**src/rtl/definitions_pkg.sv**
```systemverilog
// Shared definitions for the multicycle RV32I control path: FSM states,
// opcodes, datapath select encodings and ALU operation codes.
package definitions_pkg;

    typedef enum logic [3:0] {
        FETCH    = 4'd0,
        DECODE   = 4'd1,
        MEMADR   = 4'd2,
        MEMREAD  = 4'd3,
        MEMWB    = 4'd4,
        MEMWRITE = 4'd5,
        EXECUTER = 4'd6,
        EXECUTEI = 4'd7,
        ALUWB    = 4'd8,
        BRANCH   = 4'd9,
        JAL      = 4'd10
    } ctrl_state_e;

    localparam logic [6:0] OP_LOAD   = 7'b0000011;
    localparam logic [6:0] OP_STORE  = 7'b0100011;
    localparam logic [6:0] OP_R      = 7'b0110011;
    localparam logic [6:0] OP_I      = 7'b0010011;
    localparam logic [6:0] OP_BRANCH = 7'b1100011;
    localparam logic [6:0] OP_JAL    = 7'b1101111;

    localparam logic [1:0] IMM_I = 2'b00;
    localparam logic [1:0] IMM_S = 2'b01;
    localparam logic [1:0] IMM_B = 2'b10;
    localparam logic [1:0] IMM_J = 2'b11;

    localparam logic [1:0] SRC_A_PC    = 2'b00;
    localparam logic [1:0] SRC_A_OLDPC = 2'b01;
    localparam logic [1:0] SRC_A_RS1   = 2'b10;

    localparam logic [1:0] SRC_B_RS2  = 2'b00;
    localparam logic [1:0] SRC_B_IMM  = 2'b01;
    localparam logic [1:0] SRC_B_FOUR = 2'b10;

    localparam logic [1:0] RES_ALUOUT = 2'b00;
    localparam logic [1:0] RES_RDATA  = 2'b01;
    localparam logic [1:0] RES_ALU    = 2'b10;

    localparam logic [1:0] ALU_OP_ADD   = 2'b00;
    localparam logic [1:0] ALU_OP_SUB   = 2'b01;
    localparam logic [1:0] ALU_OP_FUNCT = 2'b10;

    localparam logic [2:0] ALU_ADD = 3'b000;
    localparam logic [2:0] ALU_SUB = 3'b001;
    localparam logic [2:0] ALU_AND = 3'b010;
    localparam logic [2:0] ALU_OR  = 3'b011;
    localparam logic [2:0] ALU_XOR = 3'b100;
    localparam logic [2:0] ALU_SLT = 3'b101;

    function automatic logic [1:0] imm_src_for(input logic [6:0] op);
        case (op)
            OP_STORE:  return IMM_S;
            OP_BRANCH: return IMM_B;
            OP_JAL:    return IMM_J;
            default:   return IMM_I;
        endcase
    endfunction

    // funct3 codes 001 (shift left), 101 (shift right) and 011 (sltu) have
    // no ALU operation code, so R/I instructions using them are illegal.
    function automatic logic alu_funct3_legal(input logic [2:0] funct3);
        return !(funct3 == 3'b001 || funct3 == 3'b101 || funct3 == 3'b011);
    endfunction

endpackage

```
**src/rtl/alu_decoder.sv**
```systemverilog
// Maps the controller's internal alu_op and the instruction funct fields
// onto the ALU operation code.
module alu_decoder
    import definitions_pkg::*;
(
    input  logic [1:0] i_alu_op,
    input  logic [2:0] i_funct3,
    input  logic       i_funct7b5,
    input  logic       i_op_b5,
    output logic [2:0] o_alu_control
);

    always_comb begin
        o_alu_control = ALU_ADD;
        case (i_alu_op)
            ALU_OP_SUB: o_alu_control = ALU_SUB;
            ALU_OP_FUNCT: begin
                case (i_funct3)
                    // op bit 5 separates R-type from I-type: addi never subtracts.
                    3'b000:  o_alu_control = (i_op_b5 && i_funct7b5) ? ALU_SUB : ALU_ADD;
                    3'b010:  o_alu_control = ALU_SLT;
                    3'b100:  o_alu_control = ALU_XOR;
                    3'b110:  o_alu_control = ALU_OR;
                    3'b111:  o_alu_control = ALU_AND;
                    default: o_alu_control = ALU_ADD;
                endcase
            end
            default: o_alu_control = ALU_ADD;
        endcase
    end

endmodule

```
**src/rtl/multicycle_controller.sv**
```systemverilog
// Multicycle RV32I control FSM. Define MULTICYCLE_MEM_WAIT_EN to add the
// mem_ready_i port and hold FETCH/MEMREAD/MEMWRITE until memory is ready.
module multicycle_controller
    import definitions_pkg::*;
#(
    parameter ctrl_state_e RESET_STATE = FETCH
) (
    input  logic        clk_i,
    input  logic        rst_i,
    input  logic [6:0]  op_i,
    input  logic [2:0]  funct3_i,
    input  logic        funct7b5_i,
    input  logic        zero_i,
`ifdef MULTICYCLE_MEM_WAIT_EN
    input  logic        mem_ready_i,
`endif
    output logic        pc_write_o,
    output logic        adr_src_o,
    output logic        mem_write_o,
    output logic        ir_write_o,
    output logic        reg_write_o,
    output logic [1:0]  result_src_o,
    output logic [1:0]  alu_src_a_o,
    output logic [1:0]  alu_src_b_o,
    output logic [1:0]  imm_src_o,
    output logic [2:0]  alu_control_o,
    output logic        illegal_instr_o,
    output logic        instr_retire_o,
    output ctrl_state_e state_o
);

    ctrl_state_e r_state;
    ctrl_state_e w_next_state;

    logic       w_mem_ready;
    logic       w_pc_update;
    logic       w_branch;
    logic       w_adr_src;
    logic       w_mem_write;
    logic       w_ir_write;
    logic       w_reg_write;
    logic [1:0] w_result_src;
    logic [1:0] w_alu_src_a;
    logic [1:0] w_alu_src_b;
    logic [1:0] w_alu_op;
    logic       w_illegal;
    logic       w_retire;
    logic [2:0] w_alu_control;

`ifdef MULTICYCLE_MEM_WAIT_EN
    assign w_mem_ready = mem_ready_i;
`else
    assign w_mem_ready = 1'b1;
`endif

    always_ff @(posedge clk_i) begin
        if (rst_i) begin
            r_state <= RESET_STATE;
        end else begin
            r_state <= w_next_state;
        end
    end

    always_comb begin
        w_next_state = r_state;
        w_pc_update  = 1'b0;
        w_branch     = 1'b0;
        w_adr_src    = 1'b0;
        w_mem_write  = 1'b0;
        w_ir_write   = 1'b0;
        w_reg_write  = 1'b0;
        w_result_src = RES_ALUOUT;
        w_alu_src_a  = SRC_A_PC;
        w_alu_src_b  = SRC_B_RS2;
        w_alu_op     = ALU_OP_ADD;
        w_illegal    = 1'b0;
        w_retire     = 1'b0;

        case (r_state)
            FETCH: begin
                w_alu_src_a  = SRC_A_PC;
                w_alu_src_b  = SRC_B_FOUR;
                w_result_src = RES_ALU;
                if (w_mem_ready) begin
                    w_ir_write   = 1'b1;
                    w_pc_update  = 1'b1;
                    w_next_state = DECODE;
                end
            end
            DECODE: begin
                // Precompute the branch/jal target into ALUOut.
                w_alu_src_a = SRC_A_OLDPC;
                w_alu_src_b = SRC_B_IMM;
                case (op_i)
                    OP_LOAD, OP_STORE: w_next_state = MEMADR;
                    OP_R:      w_next_state = alu_funct3_legal(funct3_i) ? EXECUTER : FETCH;
                    OP_I:      w_next_state = alu_funct3_legal(funct3_i) ? EXECUTEI : FETCH;
                    OP_BRANCH: w_next_state = (funct3_i[2:1] == 2'b00) ? BRANCH : FETCH;
                    OP_JAL:    w_next_state = JAL;
                    default:   w_next_state = FETCH;
                endcase
                if (w_next_state == FETCH) begin
                    w_illegal = 1'b1;
                    w_retire  = 1'b1;
                end
            end
            MEMADR: begin
                w_alu_src_a  = SRC_A_RS1;
                w_alu_src_b  = SRC_B_IMM;
                w_next_state = (op_i == OP_LOAD) ? MEMREAD : MEMWRITE;
            end
            MEMREAD: begin
                w_adr_src = 1'b1;
                if (w_mem_ready) begin
                    w_next_state = MEMWB;
                end
            end
            MEMWB: begin
                w_result_src = RES_RDATA;
                w_reg_write  = 1'b1;
                w_retire     = 1'b1;
                w_next_state = FETCH;
            end
            MEMWRITE: begin
                w_adr_src = 1'b1;
                if (w_mem_ready) begin
                    w_mem_write  = 1'b1;
                    w_retire     = 1'b1;
                    w_next_state = FETCH;
                end
            end
            EXECUTER: begin
                w_alu_src_a  = SRC_A_RS1;
                w_alu_src_b  = SRC_B_RS2;
                w_alu_op     = ALU_OP_FUNCT;
                w_next_state = ALUWB;
            end
            EXECUTEI: begin
                w_alu_src_a  = SRC_A_RS1;
                w_alu_src_b  = SRC_B_IMM;
                w_alu_op     = ALU_OP_FUNCT;
                w_next_state = ALUWB;
            end
            ALUWB: begin
                w_result_src = RES_ALUOUT;
                w_reg_write  = 1'b1;
                w_retire     = 1'b1;
                w_next_state = FETCH;
            end
            BRANCH: begin
                w_alu_src_a  = SRC_A_RS1;
                w_alu_src_b  = SRC_B_RS2;
                w_result_src = RES_ALUOUT;
                w_alu_op     = ALU_OP_SUB;
                w_branch     = 1'b1;
                w_retire     = 1'b1;
                w_next_state = FETCH;
            end
            JAL: begin
                // PC takes the target from ALUOut while the ALU forms oldPC+4 for rd.
                w_alu_src_a  = SRC_A_OLDPC;
                w_alu_src_b  = SRC_B_FOUR;
                w_result_src = RES_ALUOUT;
                w_pc_update  = 1'b1;
                w_next_state = ALUWB;
            end
            default: begin
                w_next_state = FETCH;
            end
        endcase

        if (rst_i) begin
            w_pc_update  = 1'b0;
            w_branch     = 1'b0;
            w_adr_src    = 1'b0;
            w_mem_write  = 1'b0;
            w_ir_write   = 1'b0;
            w_reg_write  = 1'b0;
            w_result_src = RES_ALU;
            w_alu_src_a  = SRC_A_PC;
            w_alu_src_b  = SRC_B_FOUR;
            w_alu_op     = ALU_OP_ADD;
            w_illegal    = 1'b0;
            w_retire     = 1'b0;
        end
    end

    alu_decoder u_alu_decoder (
        .i_alu_op      (w_alu_op),
        .i_funct3      (funct3_i),
        .i_funct7b5    (funct7b5_i),
        .i_op_b5       (op_i[5]),
        .o_alu_control (w_alu_control)
    );

    assign pc_write_o      = w_pc_update | (w_branch & (zero_i ^ funct3_i[0]));
    assign adr_src_o       = w_adr_src;
    assign mem_write_o     = w_mem_write;
    assign ir_write_o      = w_ir_write;
    assign reg_write_o     = w_reg_write;
    assign result_src_o    = w_result_src;
    assign alu_src_a_o     = w_alu_src_a;
    assign alu_src_b_o     = w_alu_src_b;
    assign imm_src_o       = imm_src_for(op_i);
    assign alu_control_o   = w_alu_control;
    assign illegal_instr_o = w_illegal;
    assign instr_retire_o  = w_retire;
    assign state_o         = r_state;

endmodule

```
**config.mk**
```make
export PLATFORM = sky130hd
export DESIGN_NAME = multicycle_controller
export DESIGN_NICKNAME = d
export VERILOG_FILES = /design/src/rtl/definitions_pkg.sv /design/src/rtl/alu_decoder.sv /design/src/rtl/multicycle_controller.sv
export SDC_FILE = /design/constraint.sdc
export NUM_CORES = 1
export LEC_CHECK = 0
export BUFFER_PORTS_ARGS = -buffer_cell sky130_fd_sc_hd__clkbuf_2
export CAP_MARGIN = 10
export CORE_MARGIN = 2
export CORE_UTILIZATION = 47
export DETAILED_ROUTE_END_ITERATION = 6
export PLACE_DENSITY = 0.9
export SETUP_SLACK_MARGIN = 0.3
export SYNTH_ARGS = -nofsm -noshare
export SYNTH_HDL_FRONTEND = slang
export SYNTH_SLANG_ARGS = --single-unit
```
**constraint.sdc**
```tcl
create_clock -name clk_i -period 2.9 [get_ports clk_i]
set_clock_uncertainty 0.2 [all_clocks]
set_input_delay 0.58 -clock clk_i [delete_from_list [all_inputs] [get_ports clk_i]]
set_output_delay 0.58 -clock clk_i [all_outputs]
set_load 0.005 [all_outputs]
```
==> impl_metrics.tcl <==
set metrics [dict create \
    drc 0 \
    synth_top_family_by_area "simple AND/OR/NAND/NOR gates" \
    synth-xor-area-share_pct 5.32 \
    syn_area_um2 658 \
    mostFrequentLayoutCell "clkbuf_2" \
    cts_setup_buffers 0 \
    hold_class "flip-flop to flip-flop" \
    final_nets 147 \
    seq_area_frac_synth_pct 12.2 \
    cp-start-kind "input pin" \
    synth-adder-area-share_pct 3.80 \
    grt_max_degree 16 \
    path_common_cell "clkbuf_2" \
    die_w_um 41.4 \
    clk_root_buffer_cell "clkbuf_4" \
    diodes 0 \
    synth_nets 110 \
    firstDrtPassIters 4 \
    wl_per_cell_um 13.1 \
    post-route-period-util_pct 85.1 \
    holdWs_ns 0.366 \
    cts_hold_buf 0 \
    cts.path.max_buffers 2 \
    worstPathMaxFanout 5 \
    p_per_area_mw_per_mm2 234 \
    max_slew_margin_pct 74.6 \
    drt_iter0_markers 18 \
    num_rows 13 \
    area_growth_pct 30.4 \
    critPathRequiredTime_ns 2.12 \
    syn_avg_cell_area_um2 7.00 \
    synth-main-ff-cell "dfxtp_1" \
    cp-end-kind "output pin" \
    dieArea_mm2 0.00172 \
    grt_pass1_vias 749 \
    p_leak_nw 0.412 \
    finalHoldViolCount 0 \
    worstPathCellList "clkbuf_2 > and2_2 > o211ai_1 > o21ai_0 > o31ai_1 > clkbuf_2" \
    nFillCells 127 \
    cp_slowest_stage_delay_ns 0.22 \
    utilization_pct 66.0 \
    synthArstFlopShare_pct 0 \
    drv_slew 0 \
    ioPinCount 36 \
    die_h_um 41.4 \
    fmaxAchievable_mhz 405 \
    synth_edf_count 0 \
    viasPerCell 5.75 \
    path_clk_slew_ns 0.05 \
    place_congestion 0.823 \
    grt_pass1_wl_um 3250 \
    hpwl_um 1480 \
    ant_nets 0 \
    cap_violations 0 \
    synthSimpleGateAreaFrac_pct 44.7 \
    fin_crit_ns 2.47 \
    crit_type "input pin to output pin" \
    peakVddDrop_v 0.000151 \
    gr-total-overflow 0 \
    synth.area.mux_share_pct 0 \
    synth_compound_area_share_pct 24.5 \
    status "finished clean" \
    synth_cell_type_count 41 \
    via_count 828 \
    slowest_stage "and2_2" \
    synth_cells 94 \
    clock_sinks 4 \
    htree_levels 1 \
    layout_common_cells "clkbuf_2, nor2_1, a21oi_1, nand2_1" \
    grt_usage_pct 23.7 \
    ys_warn_count 0 \
    ys_seq_elements 4 \
    worstPathArrival_ns 1.69 \
    antenna_found_initial 0 \
    clk_latency_ns 0.26 \
    drive_above_1_share_pct 40.3 \
    tightest_slew_ns 0.372 \
    numCtsBuffers 3 \
    setup_violations 0 \
    design.core.area_mm2 0.00130 \
    cts_tree "done" \
    portBuffers 35 \
    initial_core_util_pct 50.6 \
    rsz0062_at_grt "no" \
    drt-total-wl_um 1890 \
    fin_setup_tns_ns 0 \
    largest_reg_flops 4 \
]
==> where the power goes <==
part           leakage (nW)  total [mW]  internal, mW  switching (mW)
registers            0.0339      0.0567        0.0556         0.00112
clock network        0.0138      0.0794        0.0469          0.0325
logic                 0.365      0.0644        0.0279          0.0365
total                 0.412       0.201         0.130          0.0701
==> cell usage after synthesis (all sizes together) (2+ instances only) <==
cell type	n	area (um^2)
xor2	2	17.5
o21a	2	15.0
and2	2	13.8
buf	2	18.8
o21ai	3	15.0
ha	2	25.0
dfxtp	4	80.1
a21oi	7	35.0
xnor2	2	17.5
nand3	3	15.0
or3	4	25.0
nor2b	2	12.5
nor3	6	30.0
nand2b	3	18.8
and3	4	26.3
nor3b	2	15.0
inv	5	18.8
a31oi	4	25.0
nor2	11	41.3
nand2	6	22.5
clkbuf	3	25.0
==> what timing repair did <==
action / CTS / global route
resized for setup: 1 / 4
setup endpoints to repair: 2 / 5
pin swaps: 0 / 0
==> metrics by stage <==
| step | cells | cell area (um^2) | power, mW | setup WS (ns) |
|---|---|---|---|---|
| floorplan | 94 | 658 | 0.0916 | 0.651 |
| global placement | 141 | 823 | 0.120 | 0.466 |
| detailed placement | 141 | 823 | 0.122 | 0.429 |
| CTS | 144 | 847 | 0.200 | 0.365 |
| global route | 144 | 858 | 0.209 | 0.301 |
| finish | 144 | 858 | 0.201 | 0.431 |
==> per-layer routing <==
layer / vias up / track usage (%) / part of all wire (%)
met5: - / 0 / 0
met4: 0 / 13.5 / 2.3
met1: 359 / 28.3 / 39
met2: 45 / 40.6 / 50
li1: 418 / - / -
met3: 6 / 2.17 / 8.0
==> cells by family (layout without fill, tap and decap cells) <==
logic type,after synthesis,count (layout)
simple gates,50,50
compound gates,24,24
buf+inv,10,45
xor+xnor,4,4
flops,4,4
fa+ha+maj,2,2
==> area by class of cell <==
type                       instances  area, um^2  area share [%]
inverter                           5        18.8            2.19
sequential                         4        85.1            9.91
timing repair buffer              37         190            22.2
clock buffer                       3        22.5            2.62
multi-input combinational         80         523            60.9
tap                               15        18.8            2.19
==> path summary, 6_finish.rpt <==
| check | startpoint | endpoint | slack (ns) | cells after the start |
|---|---|---|---|---|
| max | op_i[2] | instr_retire_o | 0.43 | 6 |
| min | state_o[2] | state_o[3] | 0.37 | 1 |
| max reg2reg | state_o[0] | state_o[3] | 1.32 | 4 |
| min reg2reg | state_o[2] | state_o[3] | 0.37 | 1 |
==> critical path, delay by kind of cell <==
| family | cells | cell delay (ns) |
|---|---|---|
| AND/OR/NAND/NOR | 1 | 0.22 |
| AO/OA/AOI/OAI | 3 | 0.60 |
| buffers and inverters | 2 | 0.28 |
Power figures use the tool's default switching activity.
